==> config.mk <==
export PLATFORM = sky130hd
export DESIGN_NAME = semaforo_peticiones
export DESIGN_NICKNAME = d
export VERILOG_FILES = /design/src/rtl/semaforo_pkg.sv /design/src/rtl/semaforo_antirrebote.sv /design/src/rtl/semaforo_peticiones.sv
export SDC_FILE = /design/constraint.sdc
export NUM_CORES = 1
export LEC_CHECK = 0
export CAP_MARGIN = 40
export CORE_AREA = 2 2 83 85
export CTS_BUF_LIST = sky130_fd_sc_hd__clkbuf_8
export CTS_CLUSTER_SIZE = 14
export DETAILED_ROUTE_END_ITERATION = 16
export DIE_AREA = 0 0 85 87
export HOLD_SLACK_MARGIN = 0.15
export REMOVE_ABC_BUFFERS = 1
export SLEW_MARGIN = 20
export SYNTH_ARGS = -nofsm -noshare
export SYNTH_HDL_FRONTEND = slang
export SYNTH_SLANG_ARGS = --single-unit
==> constraint.sdc <==
create_clock -name clk -period 1.9 [get_ports clk]
set_input_delay 0.19 -clock clk [delete_from_list [all_inputs] [get_ports clk]]
set_output_delay 0.19 -clock clk [all_outputs]
set_load 0.02 [all_outputs]
==> src/rtl/semaforo_pkg.sv <==
// Shared definitions for the intersection input conditioner: pedestrian FSM
// state encoding, default parameter values and the counter width helper.
// The optional request timeout is enabled with SEMAFORO_PETICION_TIMEOUT_EN.
package semaforo_pkg;

    typedef enum logic {
        LIBRE     = 1'b0,
        PENDIENTE = 1'b1
    } estado_t;

    localparam int DEBOUNCE_CYCLES_DEF = 16;
    localparam int HOLD_CYCLES_DEF     = 50;
    localparam int TIMEOUT_CYCLES_DEF  = 1000;

    // Bits needed to hold any value from 0 up to max_value inclusive.
    function automatic int cnt_width(input int max_value);
        return (max_value < 1) ? 1 : $clog2(max_value + 1);
    endfunction

endpackage

==> src/rtl/semaforo_antirrebote.sv <==
// Raw asynchronous input conditioner: 2-flop synchroniser, debounce counter,
// debounced level and a one-cycle pulse on each debounced rising edge.
module semaforo_antirrebote
    import semaforo_pkg::*;
#(
    parameter int DEBOUNCE_CYCLES = DEBOUNCE_CYCLES_DEF
)(
    input  logic clk,
    input  logic rst,
    input  logic entrada,
    output logic nivel,
    output logic subida
);

    localparam int              CW      = cnt_width(DEBOUNCE_CYCLES - 1);
    localparam logic [CW-1:0]   CNT_MAX = CW'(DEBOUNCE_CYCLES - 1);

    logic [1:0]    sync_reg;
    logic [CW-1:0] cnt_reg;
    logic          nivel_reg;
    logic          subida_reg;

    // Two-stage synchroniser for the asynchronous pin.
    always_ff @(posedge clk) begin
        if (rst) begin
            sync_reg <= 2'b00;
        end else begin
            sync_reg <= {sync_reg[0], entrada};
        end
    end

    // Count consecutive samples that disagree with the debounced level; flip
    // after DEBOUNCE_CYCLES of them and flag a rising edge when going high.
    always_ff @(posedge clk) begin
        if (rst) begin
            cnt_reg    <= '0;
            nivel_reg  <= 1'b0;
            subida_reg <= 1'b0;
        end else begin
            subida_reg <= 1'b0;
            if (sync_reg[1] == nivel_reg) begin
                cnt_reg <= '0;
            end else if (cnt_reg == CNT_MAX) begin
                cnt_reg    <= '0;
                nivel_reg  <= ~nivel_reg;
                subida_reg <= ~nivel_reg;
            end else begin
                cnt_reg <= cnt_reg + 1'b1;
            end
        end
    end

    assign nivel  = nivel_reg;
    assign subida = subida_reg;

endmodule

==> src/rtl/semaforo_peticiones.sv <==
// Input-side conditioner for the intersection controller. Debounces vehicle
// loops and pedestrian buttons, stretches vehicle presence across short gaps
// and latches pedestrian requests until the red-light feedback rises.
// Define SEMAFORO_PETICION_TIMEOUT_EN to auto-clear stale requests after
// TIMEOUT_CYCLES and report it on timeout_a / timeout_b.
module semaforo_peticiones
    import semaforo_pkg::*;
#(
    parameter int DEBOUNCE_CYCLES = DEBOUNCE_CYCLES_DEF,
    parameter int HOLD_CYCLES     = HOLD_CYCLES_DEF
`ifdef SEMAFORO_PETICION_TIMEOUT_EN
    ,
    parameter int TIMEOUT_CYCLES  = TIMEOUT_CYCLES_DEF
`endif
)(
    input  logic clk,
    input  logic rst,
    input  logic detector_a,
    input  logic detector_b,
    input  logic boton_paso_a,
    input  logic boton_paso_b,
    input  logic rojo_a,
    input  logic rojo_b,
    output logic sensor_a,
    output logic sensor_b,
    output logic paso_a,
    output logic paso_b
`ifdef SEMAFORO_PETICION_TIMEOUT_EN
    ,
    output logic timeout_a,
    output logic timeout_b
`endif
);

    localparam int            HW        = cnt_width(HOLD_CYCLES);
    localparam logic [HW-1:0] HOLD_LOAD = HW'(HOLD_CYCLES);
`ifdef SEMAFORO_PETICION_TIMEOUT_EN
    localparam int            TW        = cnt_width(TIMEOUT_CYCLES - 1);
    localparam logic [TW-1:0] TIMER_MAX = TW'(TIMEOUT_CYCLES - 1);
`endif

    // Index 0 is street/crossing A, index 1 is B; the two are fully independent.
    logic [1:0] detector_raw;
    logic [1:0] boton_raw;
    logic [1:0] rojo_in;
    logic [1:0] sensor_vec;
    logic [1:0] paso_vec;
`ifdef SEMAFORO_PETICION_TIMEOUT_EN
    logic [1:0] timeout_vec;
`endif

    assign detector_raw = {detector_b, detector_a};
    assign boton_raw    = {boton_paso_b, boton_paso_a};
    assign rojo_in      = {rojo_b, rojo_a};

    genvar gi;
    generate
        for (gi = 0; gi < 2; gi++) begin : g_canal
            logic          det_nivel;
            logic          det_subida;
            logic          btn_nivel;
            logic          btn_subida;
            logic [HW-1:0] hold_reg;
            logic          sensor_reg;
            estado_t       state_reg;
            estado_t       state_next;
            logic          rojo_prev_reg;
            logic          press;
            logic          red_rise;
            logic          paso_bit;

            semaforo_antirrebote #(
                .DEBOUNCE_CYCLES(DEBOUNCE_CYCLES)
            ) u_det (
                .clk     (clk),
                .rst     (rst),
                .entrada (detector_raw[gi]),
                .nivel   (det_nivel),
                .subida  (det_subida)
            );

            semaforo_antirrebote #(
                .DEBOUNCE_CYCLES(DEBOUNCE_CYCLES)
            ) u_btn (
                .clk     (clk),
                .rst     (rst),
                .entrada (boton_raw[gi]),
                .nivel   (btn_nivel),
                .subida  (btn_subida)
            );

            // Vehicle presence: reload the hold while the loop is occupied
            // (a fresh rise is always accompanied by the high level), then
            // keep sensor high until the hold has counted down.
            always_ff @(posedge clk) begin
                if (rst) begin
                    hold_reg   <= '0;
                    sensor_reg <= 1'b0;
                end else if (det_nivel | det_subida) begin
                    hold_reg   <= HOLD_LOAD;
                    sensor_reg <= 1'b1;
                end else begin
                    sensor_reg <= (hold_reg != '0);
                    if (hold_reg != '0) begin
                        hold_reg <= hold_reg - 1'b1;
                    end
                end
            end

            // One press per debounced rising edge; red-rise marks service.
            assign press    = btn_subida & btn_nivel;
            assign red_rise = rojo_in[gi] & ~rojo_prev_reg;

            // Previous-cycle red feedback for red-rise detection.
            always_ff @(posedge clk) begin
                if (rst) begin
                    rojo_prev_reg <= 1'b0;
                end else begin
                    rojo_prev_reg <= rojo_in[gi];
                end
            end

`ifdef SEMAFORO_PETICION_TIMEOUT_EN
            logic [TW-1:0] timer_reg;
            logic          timeout_reg;
            logic          expira;

            // Timeout fires only when no red-rise arrives on the same cycle.
            assign expira = (state_reg == PENDIENTE) && (timer_reg == TIMER_MAX) && !red_rise;

            // Age of the pending request; held at zero while idle so it starts
            // from zero on entry to PENDIENTE.
            always_ff @(posedge clk) begin
                if (rst || state_reg == LIBRE) begin
                    timer_reg <= '0;
                end else begin
                    timer_reg <= timer_reg + 1'b1;
                end
            end

            // One-cycle pulse reporting an auto-cleared request.
            always_ff @(posedge clk) begin
                if (rst) begin
                    timeout_reg <= 1'b0;
                end else begin
                    timeout_reg <= expira;
                end
            end

            assign timeout_vec[gi] = timeout_reg;
`endif

            // Pedestrian FSM state register.
            always_ff @(posedge clk) begin
                if (rst) begin
                    state_reg <= LIBRE;
                end else begin
                    state_reg <= state_next;
                end
            end

            // Latch a press unless the crossing is already red; release on
            // red-rise, which also wins over a simultaneous press.
            always_comb begin
                state_next = state_reg;
                if (state_reg == LIBRE) begin
                    if (press && !rojo_in[gi]) begin
                        state_next = PENDIENTE;
                    end
                end else begin
                    if (red_rise) begin
                        state_next = LIBRE;
                    end
`ifdef SEMAFORO_PETICION_TIMEOUT_EN
                    else if (expira) begin
                        state_next = LIBRE;
                    end
`endif
                end
            end

            // Request output is the pending state itself.
            always_comb begin
                paso_bit = (state_reg == PENDIENTE);
            end

            assign sensor_vec[gi] = sensor_reg;
            assign paso_vec[gi]   = paso_bit;
        end
    endgenerate

    assign sensor_a = sensor_vec[0];
    assign sensor_b = sensor_vec[1];
    assign paso_a   = paso_vec[0];
    assign paso_b   = paso_vec[1];
`ifdef SEMAFORO_PETICION_TIMEOUT_EN
    assign timeout_a = timeout_vec[0];
    assign timeout_b = timeout_vec[1];
`endif

endmodule

==> impl_metrics.toml <==
[clock_network]
post_cts_buffers = 0
clock_latency_ns = 0.30
numCtsBuffers = 5
h-tree-depth = 2
cts_resized = 0
clk_pin_slew_ns = 0.09
cts.sinks = 50
cts_tree = "yes"
clockBufferDepth = 2
clock-root-buffer = "clkbuf_8"
cts_hold_buf = 0

[logic_synthesis]
netlist_instances = 188
syn_avg_cell_area_sq_um = 10.0
ys_types = 33
syn-cell-area_sq_um = 1880
synth_top_area_share_pct = 53.1
yosys.area.top_type = "dfxtp_1"
synth_edf_count = 0
yosys_warnings = 0
async_flop_share_pct = 0
seq_area_frac_synth_pct = 53.1
synth_seq_cells = 50
synthFlopType = "dfxtp_1"
synth.area.top_cells = "dfxtp_1 53%, xor2_1 5.1%, nor2_1 4.8%, ha_1 4.6%, nand3_1 2.7%"

[setup_path]
rrSetupSlack_ns = 0.25
reg2reg_depth = 5
crit_arrival_ns = 1.85
cp_max_fo = 3
crit_path_max_incr_delay_ns = 0.40
critPathCaptureType = "flip-flop"
timing.rr.end = "g_canal[0].hold_reg[1]$_SDFFE_PP0P_"
crit_path_cell_trace = "inv_1 -> ha_1 -> or3b_1 -> o311a_1 -> a311oi_1"
endpoint = "g_canal[0].hold_reg[1]$_SDFFE_PP0P_"
cp-startpoint = "g_canal[0].hold_reg[0]$_SDFFE_PP0P_"
r2r-start = "g_canal[0].hold_reg[0]$_SDFFE_PP0P_"
cp.required_ns = 2.10
criticalPathCategory = "reg -> reg"
critPathSlowestCell = "or3b_1"
worstSetupStartpointType = "flip-flop"

[final_layout]
multi_input_area_sq_um = 822
utilization_pct = 33.3
nNetsFinal = 218
seqCellArea_sq_um = 1000
final_cell_mix = "50 x dfxtp_1, 24 x nor2_1, 11 x inv_1, 11 x xor2_1, 11 x clkdlybuf4s50_1"
largest_reg_flops = 12
layout.cells.most_common = "dfxtp_1"
diodes = 0
nFillCells = 683
drive_gt1_share_pct = 5.39
syn_to_final_growth_pct = 16.2

[place]
detailed_place_hpwl_um = 2020
routabilityCongestion = 0.771
port_buffers = 11
place_ws_ns = 0.262

[floorplan]
core_area_sq_um = 6570
rows = 30
die_height_um = 87
die-area_sq_um = 7400
die_w_um = 85
io_pins = 12
start_util_pct = 28.7

[global_route]
grt_pass1_wl_um = 4970
grt_overflow_total = 0
grt_util_all_layers_pct = 8.36
grt_pass1_vias = 1186
grt_max_degree = 22
antenna_found_initial = 0

[routing]
wl_um = 2870
drt_first_pass_iters = 4
drt_iter0_markers = 39
vias_per_cell = 4.58
wl_per_cell_um = 10.1
vias = 1301
route.detailed.drc = 0
ant_nets = 0

[power_and_ir_drop]
p_sw_share_pct = 31.5
p_sw_uw = 854
p_int_uw = 1850
p_seq_share_pct = 48.9
combPwrFrac_pct = 27.2
finalPower_uw = 2710
clock_power_share_pct = 23.9
peakVddDrop_uv = 684
p_leak_uw = 0.000898
powerDensity_nw_per_um2 = 1240

[hold_path]
hold_path.class = "in -> reg"

[timing]
slew_violations = 0
setup_slack_ns = 0.249
finalCritPeriodShare_pct = 86.9
grt_setup_unrepaired = "false"
tns_ns = 0
min_period_ns = 1.65
finClkSkew_ns = 0.00917
slew_headroom_pct = 69.1
hold_viol_final = 0
setup_viol = 0
worst_slew_pin_slew_ns = 0.463
max_freq_mhz = 606

[run_status]
status = "finished, final reports clean"

[run]
cap_violations = 0
==> stage by stage <==
step	hold slack (ns)	area (sq um)	cells
after floorplan	0.259	1860	183
after global placement	0.418	2090	276
after detailed placement	0.424	2090	276
after CTS	0.419	2190	284
after global routing	0.429	2190	284
final	0.430	2190	284
==> kinds of logic after synthesis <==
family,share of synthesized area [%]
simple gates,23.1
xor+xnor,6.97
flops,53.1
mux,2.12
compound gates,6.77
buf+inv,3.25
fa+ha+maj,4.65
==> cell type report <==
class | instances | area share (%)
flip-flops and latches | 50 | 45.7
multi-input cells | 122 | 37.5
repair buffers | 13 | 5.71
well taps | 80 | 4.57
clock buffers | 6 | 3.77
inverters | 11 | 1.89
clock inverters | 2 | 0.800
==> worst min path at each step <==
stage,startpoint,endpoint,slack [ns],cells after the start
6_report,detector_b,g_canal[1].u_det.sync_reg[0]$_SDFF_PP0_,0.43,2
3_5_place_dp,g_canal[1].u_det.sync_reg[0]$_SDFF_PP0_,g_canal[1].u_det.sync_reg[1]$_SDFF_PP0_,0.42,1
2_1_floorplan,rst,paso_a$_SDFF_PP0_,0.26,1
4_1_cts,detector_b,g_canal[1].u_det.sync_reg[0]$_SDFF_PP0_,0.42,2
3_3_place_gp,g_canal[1].u_det.sync_reg[0]$_SDFF_PP0_,g_canal[1].u_det.sync_reg[1]$_SDFF_PP0_,0.42,1
5_1_grt,detector_b,g_canal[1].u_det.sync_reg[0]$_SDFF_PP0_,0.43,2
==> layer usage <==
| metal | GRT usage, % | up-vias | routed length (um) |
|---|---|---|---|
| met3 | 2.84 | 5 | 83 |
| met5 | 0 | - | 0 |
| met1 | 9.59 | 606 | 1390 |
| li1 | - | 680 | - |
| met4 | 3.90 | 0 | 57 |
| met2 | 14.1 | 10 | 1340 |
==> cells in the mapped netlist, drive strengths merged (5+ instances only) <==
| cell | n |
|---|---|
| nor2 | 24 |
| nor3 | 6 |
| xor2 | 11 |
| ha | 7 |
| inv | 11 |
| nand3b | 5 |
| nor4b | 5 |
| nand3 | 10 |
| dfxtp | 50 |
| nor2b | 8 |
==> critical path: cells and delay by family (launching register included) <==
family | cells | cell delay, ns
and+or+nand+nor | 1 | 0.40
AOI/OAI and AO/OA | 2 | 0.57
adders and majority gates | 1 | 0.19
DFF | 1 | 0.32
buffers and inverters | 1 | 0.08
==> power groups by stage <==
stage	Clock, uW	Sequential (uW)	Combinational (uW)
2_1_floorplan	0	1330	557
3_3_place_gp	0	1340	721
3_5_place_dp	0	1340	737
4_1_cts	676	1320	742
5_1_grt	717	1340	826
6_report	646	1320	738
Power figures use the tool's default switching activity.
